==> src/rtl/x3q16_pkg.sv <==
// x3q16 shared definitions: widths, ALU mode encodings, operand bundle.
// Imported by the execute stage and the ALU.
`timescale 1ns/1ps
package x3q16_pkg;

    localparam int X3Q16_DATA_W = 16;
    localparam int X3Q16_MODE_W = 3;
    localparam int X3Q16_TAG_W  = 3;

    localparam logic [X3Q16_MODE_W-1:0] MODE_ADD = 3'd0;
    localparam logic [X3Q16_MODE_W-1:0] MODE_SUB = 3'd1;
    localparam logic [X3Q16_MODE_W-1:0] MODE_AND = 3'd2;
    localparam logic [X3Q16_MODE_W-1:0] MODE_OR  = 3'd3;
    localparam logic [X3Q16_MODE_W-1:0] MODE_XOR = 3'd4;
    localparam logic [X3Q16_MODE_W-1:0] MODE_SHL = 3'd5;
    localparam logic [X3Q16_MODE_W-1:0] MODE_SHR = 3'd6;
    localparam logic [X3Q16_MODE_W-1:0] MODE_SRA = 3'd7;

    typedef struct packed {
        logic [X3Q16_MODE_W-1:0] mode;
        logic [X3Q16_DATA_W-1:0] a;
        logic [X3Q16_DATA_W-1:0] b;
    } x3q16_op_t;

endpackage

==> src/rtl/x3q16alu.sv <==
// x3q16alu: combinational 16-bit ALU.
// Ports: mode/a/b in; result, ef (a==b), gaf (a>b unsigned) out.
`timescale 1ns/1ps
module x3q16alu
    import x3q16_pkg::*;
(
    input  logic [X3Q16_MODE_W-1:0] mode,
    input  logic [X3Q16_DATA_W-1:0] a,
    input  logic [X3Q16_DATA_W-1:0] b,
    output logic [X3Q16_DATA_W-1:0] result,
    output logic                    ef,
    output logic                    gaf
);

    logic [3:0] shamt;

    assign shamt = b[3:0];

    always_comb begin
        result = '0;
        unique case (mode)
            MODE_ADD: result = a + b;
            MODE_SUB: result = a - b;
            MODE_AND: result = a & b;
            MODE_OR:  result = a | b;
            MODE_XOR: result = a ^ b;
            MODE_SHL: result = a << shamt;
            MODE_SHR: result = a >> shamt;
            MODE_SRA: result = $signed(a) >>> shamt;
            default:  result = '0;
        endcase
    end

    // Flags compare the operands, not the result.
    assign ef  = (a == b);
    assign gaf = (a > b);

endmodule

==> src/rtl/x3q16_exec_stage.sv <==
// x3q16 execute stage: S1 operand reg -> x3q16alu -> S2 result reg,
// valid/ready on both sides, plus retired-flags register for branches.
// Ports: clk, rst (async high), flush; in_* handshake + op bundle;
// out_* handshake + result/flags/tag; flags_ef/gaf; busy.
// Optional: define X3Q16_EXEC_OPCNT_EN to add op_count[15:0]
// (output handshakes, wraps, cleared only by rst).
`timescale 1ns/1ps
module x3q16_exec_stage
    import x3q16_pkg::*;
#(
    parameter int TAG_W  = X3Q16_TAG_W,
    parameter int DATA_W = X3Q16_DATA_W
) (
    input  logic              clk,
    input  logic              rst,
    input  logic              flush,
    input  logic              in_valid,
    output logic              in_ready,
    input  logic [2:0]        in_mode,
    input  logic [DATA_W-1:0] in_a,
    input  logic [DATA_W-1:0] in_b,
    input  logic [TAG_W-1:0]  in_tag,
    output logic              out_valid,
    input  logic              out_ready,
    output logic [DATA_W-1:0] out_result,
    output logic              out_ef,
    output logic              out_gaf,
    output logic [TAG_W-1:0]  out_tag,
    output logic              flags_ef,
    output logic              flags_gaf,
    output logic              busy
`ifdef X3Q16_EXEC_OPCNT_EN
    ,
    output logic [15:0]       op_count
`endif
);

    x3q16_op_t         s1_op_q, s1_op_d;
    logic [TAG_W-1:0]  s1_tag_q, s1_tag_d;
    logic              s1_valid_q, s1_valid_d;

    logic [DATA_W-1:0] s2_result_q, s2_result_d;
    logic              s2_ef_q, s2_ef_d;
    logic              s2_gaf_q, s2_gaf_d;
    logic [TAG_W-1:0]  s2_tag_q, s2_tag_d;
    logic              s2_valid_q, s2_valid_d;

    logic              flags_ef_q, flags_ef_d;
    logic              flags_gaf_q, flags_gaf_d;

    logic [DATA_W-1:0] alu_result;
    logic              alu_ef;
    logic              alu_gaf;

    logic              s2_adv;
    logic              s1_adv;
    logic              accept;
    logic              s2_load;
    logic              handoff;

    x3q16alu u_alu (
        .mode   (s1_op_q.mode),
        .a      (s1_op_q.a),
        .b      (s1_op_q.b),
        .result (alu_result),
        .ef     (alu_ef),
        .gaf    (alu_gaf)
    );

    // Flush overrides every handshake: nothing enters, nothing retires.
    always_comb begin
        s2_adv   = !s2_valid_q || out_ready;
        s1_adv   = !s1_valid_q || s2_adv;
        in_ready = s1_adv && !flush;
        accept   = in_valid && in_ready;
        s2_load  = s1_valid_q && s2_adv && !flush;
        handoff  = s2_valid_q && out_ready && !flush;
    end

    always_comb begin
        s1_op_d     = s1_op_q;
        s1_tag_d    = s1_tag_q;
        s1_valid_d  = s1_valid_q;
        s2_result_d = s2_result_q;
        s2_ef_d     = s2_ef_q;
        s2_gaf_d    = s2_gaf_q;
        s2_tag_d    = s2_tag_q;
        s2_valid_d  = s2_valid_q;
        flags_ef_d  = flags_ef_q;
        flags_gaf_d = flags_gaf_q;

        if (flush) begin
            s1_valid_d = 1'b0;
            s2_valid_d = 1'b0;
        end else begin
            if (accept) begin
                s1_op_d.mode = in_mode;
                s1_op_d.a    = in_a;
                s1_op_d.b    = in_b;
                s1_tag_d     = in_tag;
                s1_valid_d   = 1'b1;
            end else if (s1_adv) begin
                s1_valid_d = 1'b0;
            end

            if (s2_load) begin
                s2_result_d = alu_result;
                s2_ef_d     = alu_ef;
                s2_gaf_d    = alu_gaf;
                s2_tag_d    = s1_tag_q;
                s2_valid_d  = 1'b1;
            end else if (out_ready) begin
                s2_valid_d = 1'b0;
            end

            if (handoff) begin
                flags_ef_d  = s2_ef_q;
                flags_gaf_d = s2_gaf_q;
            end
        end
    end

    always_ff @(posedge clk or posedge rst) begin
        if (rst) begin
            s1_op_q     <= '0;
            s1_tag_q    <= '0;
            s1_valid_q  <= 1'b0;
            s2_result_q <= '0;
            s2_ef_q     <= 1'b0;
            s2_gaf_q    <= 1'b0;
            s2_tag_q    <= '0;
            s2_valid_q  <= 1'b0;
            flags_ef_q  <= 1'b0;
            flags_gaf_q <= 1'b0;
        end else begin
            s1_op_q     <= s1_op_d;
            s1_tag_q    <= s1_tag_d;
            s1_valid_q  <= s1_valid_d;
            s2_result_q <= s2_result_d;
            s2_ef_q     <= s2_ef_d;
            s2_gaf_q    <= s2_gaf_d;
            s2_tag_q    <= s2_tag_d;
            s2_valid_q  <= s2_valid_d;
            flags_ef_q  <= flags_ef_d;
            flags_gaf_q <= flags_gaf_d;
        end
    end

    assign out_valid  = s2_valid_q;
    assign out_result = s2_result_q;
    assign out_ef     = s2_ef_q;
    assign out_gaf    = s2_gaf_q;
    assign out_tag    = s2_tag_q;
    assign flags_ef   = flags_ef_q;
    assign flags_gaf  = flags_gaf_q;
    assign busy       = s1_valid_q || s2_valid_q;

`ifdef X3Q16_EXEC_OPCNT_EN
    logic [15:0] op_count_q, op_count_d;

    always_comb begin
        op_count_d = handoff ? op_count_q + 16'd1 : op_count_q;
    end

    always_ff @(posedge clk or posedge rst) begin
        if (rst) begin
            op_count_q <= 16'd0;
        end else begin
            op_count_q <= op_count_d;
        end
    end

    assign op_count = op_count_q;
`endif

endmodule

==> config.mk <==
export PLATFORM = sky130hd
export DESIGN_NAME = x3q16_exec_stage
export DESIGN_NICKNAME = d
export VERILOG_FILES = /design/src/rtl/x3q16_pkg.sv /design/src/rtl/x3q16alu.sv /design/src/rtl/x3q16_exec_stage.sv
export SDC_FILE = /design/constraint.sdc
export NUM_CORES = 1
export LEC_CHECK = 0
export ABC_CLOCK_PERIOD_IN_PS = 2860
export BUFFER_PORTS_ARGS = -buffer_cell sky130_fd_sc_hd__buf_2
export CAP_MARGIN = 20
export CELL_PAD_IN_SITES_DETAIL_PLACEMENT = 1
export CELL_PAD_IN_SITES_GLOBAL_PLACEMENT = 1
export CORE_ASPECT_RATIO = 1.75
export CORE_MARGIN = 1
export CORE_UTILIZATION = 41
export CTS_CLUSTER_DIAMETER = 80
export DETAILED_ROUTE_END_ITERATION = 16
export PLACE_DENSITY_LB_ADDON = 0.1
export REMOVE_ABC_BUFFERS = 1
export SLEW_MARGIN = 20
export SYNTH_ARGS = -nofsm -noshare
export SYNTH_HDL_FRONTEND = slang
export SYNTH_SLANG_ARGS = --single-unit
==> constraint.sdc <==
create_clock -name clk -period 2.86 [get_ports clk]
set_input_delay 0.429 -clock clk [delete_from_list [all_inputs] [get_ports clk]]
set_output_delay 0.429 -clock clk [all_outputs]
set_load 0.005 [all_outputs]
==> results of run 1 <==
## where the power goes
group	internal [mW]	switching (mW)
Clock	0.596	0.482
Sequential	1.08	0.181
Combinational	1.21	1.67
## cells by family after synthesis
group,Yosys count
xor gates and xnor gates,15
and+or+nand+nor,184
buffers and inverters,107
AOI/OAI and AO/OA,216
DFF,63
muxes,81
adders and majority gates,51
## flip-flops by register name (all words and copies together), names as in the netlist
name	flops
out_result	16
out_tag	3
out_valid	1
out_gaf	1
flags_ef	1
out_ef	1
s1_op_q	35
flags_gaf	1
s1_valid_q	1
s1_tag_q	3
## what timing repair did
item                                    4_1_cts  5_1_grt
buffers inserted                              1        3
endpoints found under the hold margin         0        0
endpoints found under the setup margin        4        7
gates resized for setup                       7       17
pin swaps                                     2        6
cloned                                        0        0
## layout make-up
class | count | area (sq um)
sequential | 63 | 1580
inverter | 53 | 203
tap | 180 | 225
timing repair buffer | 135 | 872
multi-input combinational | 547 | 4210
fill | 1736 | 7070
clock inverter | 7 | 55.1
clock buffer | 9 | 225
## routing by layer
| metal | GRT usage [%] | wire, um | up-vias |
|---|---|---|---|
| li1 | - | - | 2761 |
| met1 | 36.4 | 9260 | 3069 |
| met2 | 57.7 | 12600 | 190 |
| met3 | 4.24 | 876 | 79 |
| met4 | 19.3 | 1400 | 0 |
| met5 | 0 | 0 | - |
## cells in the final DEF, fill, tap and decap left out, drive strengths merged, types with 4 or more instances in the layout
cell	n
nor4	5
o211ai	11
nor3	13
nand2	54
buf	135
mux2	44
o221ai	4
nor2b	4
nand2b	7
or3	4
mux4	13
clkbuf	9
o31ai	7
o21ai	41
xnor2	11
a21oi	67
xor2	4
a21o	7
nand3	6
o21bai	4
inv	55
a31oi	12
ha	49
a211oi	10
nor2	75
mux2i	24
o21a	4
a221oi	13
dfrtp	63
## tightest hold or removal path, cell delays in order
cell,delay [ps]
buf_2,100
inv_2,50
buf_4,340
## worst paths after layout
kind / from / slack, ps / endpoint
setup / recovery: s1_op_q[1] / 100 / out_result[15]
hold / removal: rst / 160 / s1_op_q[32]
setup reg to reg: s1_op_q[1] / 100 / out_result[15]
hold reg to reg: s1_tag_q[1] / 480 / out_tag[1]
max in group asynchronous: rst / 2280 / s1_op_q[16]
min in group clk: in_a[10] / 310 / s1_op_q[26]
## metrics by stage
| stage | hold slack, ps | setup slack (ps) |
|---|---|---|
| floorplan | 433 | -807 |
| global placement | 447 | -123 |
| detailed placement | 459 | -220 |
| CTS | 187 | 1.29 |
| global route | 205 | -0.476 |
| finish | 158 | 105 |
==> summary.md, run 1 <==
| Metric | Value |
|---|---|
| TritonCTS clock tree | built |
| Proportion of synthesized flip-flops having asynchronous set or reset | 100% |
| Startpoint types | register |
| Critical Path Slowest Stage Cell | dfrtp_2 |
| Ys flop type | dfrtp_1 |
| Buffers on Ports | 68 |
| Main combinational cell family by area after synthesis | compound AO/OA/AOI/OAI gates |
| Crit path time final | 2760 ps |
| Worst-case vdd ir drop | 405 uV |
| Iteration-0 DRC count of the detailed router | 327 |
| Required time of the worst setup path | 3110 ps |
| Detail Route Antenna Nets | 0 |
| Worst Reg-to-Reg Cells | 11 |
| Maximum operating frequency | 363 MHz |
| Global-route total usage across every layer | 32.6% |
| Synth Area in Simple Gates | 13.6% |
| Slew HR | 59.1% |
| Power per standard cell area | 708 mW/mm^2 |
| Post-layout net count | 903 |
| Remaining global-route overflow | 0 |
| Clock sinks | 63 |
| Number of instances in the synthesized netlist | 717 |
| Maximum number of pins on one net before global-route repair | 50 |
| N_diodes | 0 |
| Synth Area per Inst | 8.52 sq um |
| Setup-violating endpoint count in the final report | 0 |
| Clock network latency to the later pin of the worst-skew pair | 340 ps |
| Final weighted congestion in routability-driven placement | 1.00 |
| Buffers and inverters on the worst path | 2 |
| Xor and xnor fraction of the mapped netlist area | 2.15% |
| Class of the most critical hold timing path | in -> async |
| Endpoints failing hold | 0 |
| Fraction of layout cells with a size suffix above 1 | 30.0% |
| Category of the most critical setup path | reg -> reg |
| Sequential share of the synthesized area | 25.8% |
| Post-Layout Cell Count | 994 |
| Core box area | 0.0144 sq mm |
| CTS Hold Buffers Added | 0 |
| Proportion of synthesized area in mux cells | 16.8% |
| Number of iterations in the first detailed-routing pass | 4 |
| Cell types occupying the most area after synthesis | dfrtp_1, ha_1, mux2_2 |
| Distinct cells, synth | 72 |
| Most instantiated library cell after synthesis | nor2_1 |
| Worst Clk Skew | 8.93 ps |
| Synth Area in Adders | 10.7% |
| Result of the run | complete, no violations |
| Vias per Instance | 6.14 |
| Maximum fanout encountered on the critical timing path | 4 |
| Number of warnings printed during yosys synthesis | 0 |
| Number of primary I/O pins | 69 |
| Vias after detailed routing | 6,099 |
| Final Core Density | 51.0% |
| Clock-pin slew on the worst setup and hold paths | 70 ps |
| Number of flops mapped to enable cells by yosys | 0 |
| Routed Wire Length | 24,200 um |
| Synth-to-layout area growth | 20.7% |
| Final Power | 5.22 mW |
| Cell area reported after detailed placement | 0.00693 sq mm |
| Chip Width | 94.3 um |
| Die area | 0.0154 sq mm |
| Proportion of netlist area held by the largest area contributor | 25.8% |
| Via count of the first global-routing pass | 6,513 |
| Synth Register Bits | 63 |
| Mapped Area | 0.00611 sq mm |
| Clock buffer count from CTS | 9 |
| Complex-gate fraction of the synthesized area | 23.5% |
| Root cell of the clock tree | clkbuf_16 |
| Wire length of the first global-routing pass | 37,000 um |
| CP endpoint kind | register |
| Highest cell delay on the worst timing path | 430 ps |
| Top cells by count, synth | nor2_1, a21oi_1, dfrtp_1 |
| Total stage count of the critical path | 11 |
| Largest buffer count on any clock path | 2 |
| Detailed Place HPWL | 19,100 um |
| Final cell area excluding filler cells | 0.00737 sq mm |
| Static leakage power | 3.35 nW |
| Family with the most delay on the worst path | compound AO/OA/AOI/OAI gates |
| CTS HTree Levels | 3 |
| Routed length per placed instance | 24.3 um |
| Library cell occupying the most area in the post-synthesis netlist | dfrtp_1 |
| Data arrival, critical path | 3000 ps |
| DR DRC count | 0 |
| Cell Chain, Critical Path | clkinvlp_4, buf_4, ha_1, o21ba_2, nand2b_1, a31oi_1, a21oi_2, o21ai_1, or3_1, a41o_1, a41oi_1 |
| Worst slew pin tran | 610 ps |
| Post-route clock period utilization | 96.3% |
| Final TNS setup | 0 ps |
| Total instance count after detailed placement | 974 |
| Num rows | 58 |
| Antenna violations before repair | 0 |
| Effective utilization at floorplan | 42.3% |
| Final slew viol count | 0 |
| Maximum capacitance violations | 0 |
| Die Height | 163 um |
No activity file was read; power rests on OpenSTA's default activity.
==> run 2, diff against run 1 <==
--- a/config.mk
+++ b/config.mk
@@ -15,6 +15,7 @@
 export CORE_UTILIZATION = 41
 export CTS_CLUSTER_DIAMETER = 80
 export DETAILED_ROUTE_END_ITERATION = 16
+export GPL_ROUTABILITY_DRIVEN = 0
 export PLACE_DENSITY_LB_ADDON = 0.1
 export REMOVE_ABC_BUFFERS = 1
 export SLEW_MARGIN = 20
==> constraint.sdc (replaced) <==
create_clock -name clk -period 2.86 [get_ports clk]
set_input_delay 0.143 -clock clk [delete_from_list [all_inputs] [get_ports clk]]
set_output_delay 0.143 -clock clk [all_outputs]
set_load 0.005 [all_outputs]
==> summary.md, run 2 (synthesized netlist as in run 1, its figures left out) <==
| Metric | Value |
|---|---|
| Remaining global-route overflow | 0 (unchanged) |
| Power per standard cell area | 712 mW/mm^2 (+0.56%) |
| Vias after detailed routing | 6,168 (+1.1%) |
| Num rows | 58 (unchanged) |
| Clock sinks | 63 (unchanged) |
| Buffers on Ports | 68 (unchanged) |
| N_diodes | 0 (unchanged) |
| Endpoints failing hold | 0 (unchanged) |
| Effective utilization at floorplan | 42.3% (unchanged) |
| Clock-pin slew on the worst setup and hold paths | 60 ps (about the same) |
| Chip Width | 94.3 um (unchanged) |
| CTS HTree Levels | 3 (unchanged) |
| Static leakage power | 3.35 nW (-0.20%) |
| Via count of the first global-routing pass | 6,508 (-0.077%) |
| Final-layout fill cell count | 1,731 (-0.29%) |
| Clock buffer count from CTS | 9 (unchanged) |
| CP endpoint kind | register |
| Final TNS setup | 0 ps (unchanged) |
| Maximum operating frequency | 350 MHz (-3.5%) |
| Setup-violating endpoint count in the final report | 0 (unchanged) |
| TritonCTS clock tree | built |
| Worst-case vdd ir drop | 390 uV (-3.6%) |
| Startpoint types | register |
| Most flop-heavy register | s1_op_q |
| Worst slack, placed | 21.8 ps (+242 ps) |
| Data arrival, critical path | 3120 ps (+120 ps) |
| Routed length per placed instance | 23.9 um (-1.8%) |
| Slew HR | 32.0% (-27 points) |
| Required time of the worst setup path | 3120 ps (about the same) |
| Most used cells in the layout excluding fill and tap cells | nor2_1, buf_2, a21oi_1, dfrtp_1, buf_4 |
| Setup slack after layout | 4.71 ps (-100 ps) |
| Maximum number of pins on one net before global-route repair | 47 (-6.0%) |
| DR DRC count | 0 (unchanged) |
| Final slew viol count | 0 (unchanged) |
| Die area | 0.0154 sq mm (unchanged) |
| Iteration-0 DRC count of the detailed router | 279 (-15%) |
| Category of the most critical setup path | reg -> reg |
| Root cell of the clock tree | clkbuf_16 |
| Class of the most critical hold timing path | in -> reg |
| RSZ-0062 raised after global routing | yes |
| Maximum capacitance violations | 0 (unchanged) |
| Core box area | 0.0144 sq mm (unchanged) |
| Detailed Place HPWL | 18,600 um (-2.5%) |
| Final Power | 5.19 mW (-0.60%) |
| Crit path time final | 2860 ps (+100 ps) |
| Die Height | 163 um (unchanged) |
| Number of primary I/O pins | 69 (unchanged) |
| Clock network latency to the later pin of the worst-skew pair | 340 ps (about the same) |
| Routed Wire Length | 23,700 um (-2.2%) |
| Maximum fanout encountered on the critical timing path | 4 (unchanged) |
| Fraction of layout cells with a size suffix above 1 | 28.6% (-1.3 points) |
| Post-route clock period utilization | 99.8% (+3.5 points) |
| Post-layout net count | 899 (-0.44%) |
| Synth-to-layout area growth | 19.3% |
| Global-route total usage across every layer | 32.2% (-0.44 points) |
| Most common library cell in the layout ignoring fill and taps | nor2_1 |
| Worst Clk Skew | 9.92 ps (+0.989 ps) |
| Number of flip-flops in the largest register | 35 (unchanged) |
| Largest buffer count on any clock path | 2 (unchanged) |
| Number of iterations in the first detailed-routing pass | 5 (+1) |
| Worst slew pin tran | 1020 ps (+406 ps) |
| Wire length of the first global-routing pass | 36,800 um (-0.45%) |
| Detail Route Antenna Nets | 0 (unchanged) |
| Vias per Instance | 6.23 (+1.5%) |
| Antenna violations before repair | 0 (unchanged) |
| Result of the run | complete, no violations |
## run 2: changes by cell type in the layout (fill, tap and decap cells not counted), sizes merged
cell,before,now
buf,135,130
bufinv,0,1
clkinv,2,3
clkinvlp,3,2
dlygate4sd3,0,1
inv,55,54
## run 2: final timing paths
kind / slack [ps] / cells past startpoint / endpoint / from
setup / recovery: 5 / 11 / out_result[15] / s1_op_q[24]
hold / removal: 20 / 2 / out_valid / flush
setup reg to reg: 5 / 11 / out_result[15] / s1_op_q[24]
hold reg to reg: 480 / 2 / out_tag[0] / s1_tag_q[0]
max in group asynchronous: 1760 / 4 / s1_op_q[16] / rst
min in group asynchronous: 450 / 3 / s1_op_q[28] / rst
## run 2: report_power, final
| part | leakage [nW] | total (mW) | switching (mW) | internal (mW) |
|---|---|---|---|---|
| registers | 0.744 | 1.27 | 0.187 | 1.08 |
| logic | 2.46 | 2.78 | 1.62 | 1.16 |
| clock network | 0.142 | 1.14 | 0.462 | 0.676 |
## run 2: layout make-up
type                       instances  area (sq um)  area share, %
inverter                          53           199           2.73
tap                              180           225           3.09
clock buffer                       9           225           3.09
timing repair buffer             131           852           11.7
clock inverter                     7          72.6          0.996
multi-input combinational        547          4130           56.7
sequential                        63          1580           21.7
## run 2: repair_timing
item / 4_1_cts / 5_1_grt
hold buffers: 1 / 0
buffers inserted: 0 / 1
endpoints found under the hold margin: 27 / 0
endpoints found under the setup margin: 0 / 8
gates resized for setup: 0 / 13
## run 2: routing by layer
metal | vias to the layer above | track usage [%] | share of wire [%]
met4 | 0 | 19.9 | 6.3
met2 | 259 | 56.4 | 52
met3 | 97 | 4.24 | 4.7
met1 | 3052 | 36.0 | 37
li1 | 2760 | - | -
met5 | - | 0 | 0
## run 2: worst max-delay path, stage by stage (launching register included)
cell,delay [ps]
dfrtp_1,440
inv_1,90
ha_1,330
nor4_2,70
buf_4,140
a221oi_1,300
o21ai_1,150
a21oi_1,400
o21ai_1,160
or3_1,320
a41o_1,210
a41oi_1,150
## run 2: through the flow
step	utilization [%]	hold slack [ps]	std cells	cell area, sq um
floorplan	-	209	663	5860
global placement	47.9	267	972	6910
CTS	50.0	21.4	989	7220
finish	50.5	24.8	990	7290
global route	50.5	24.1	990	7290
detailed placement	47.9	279	972	6910
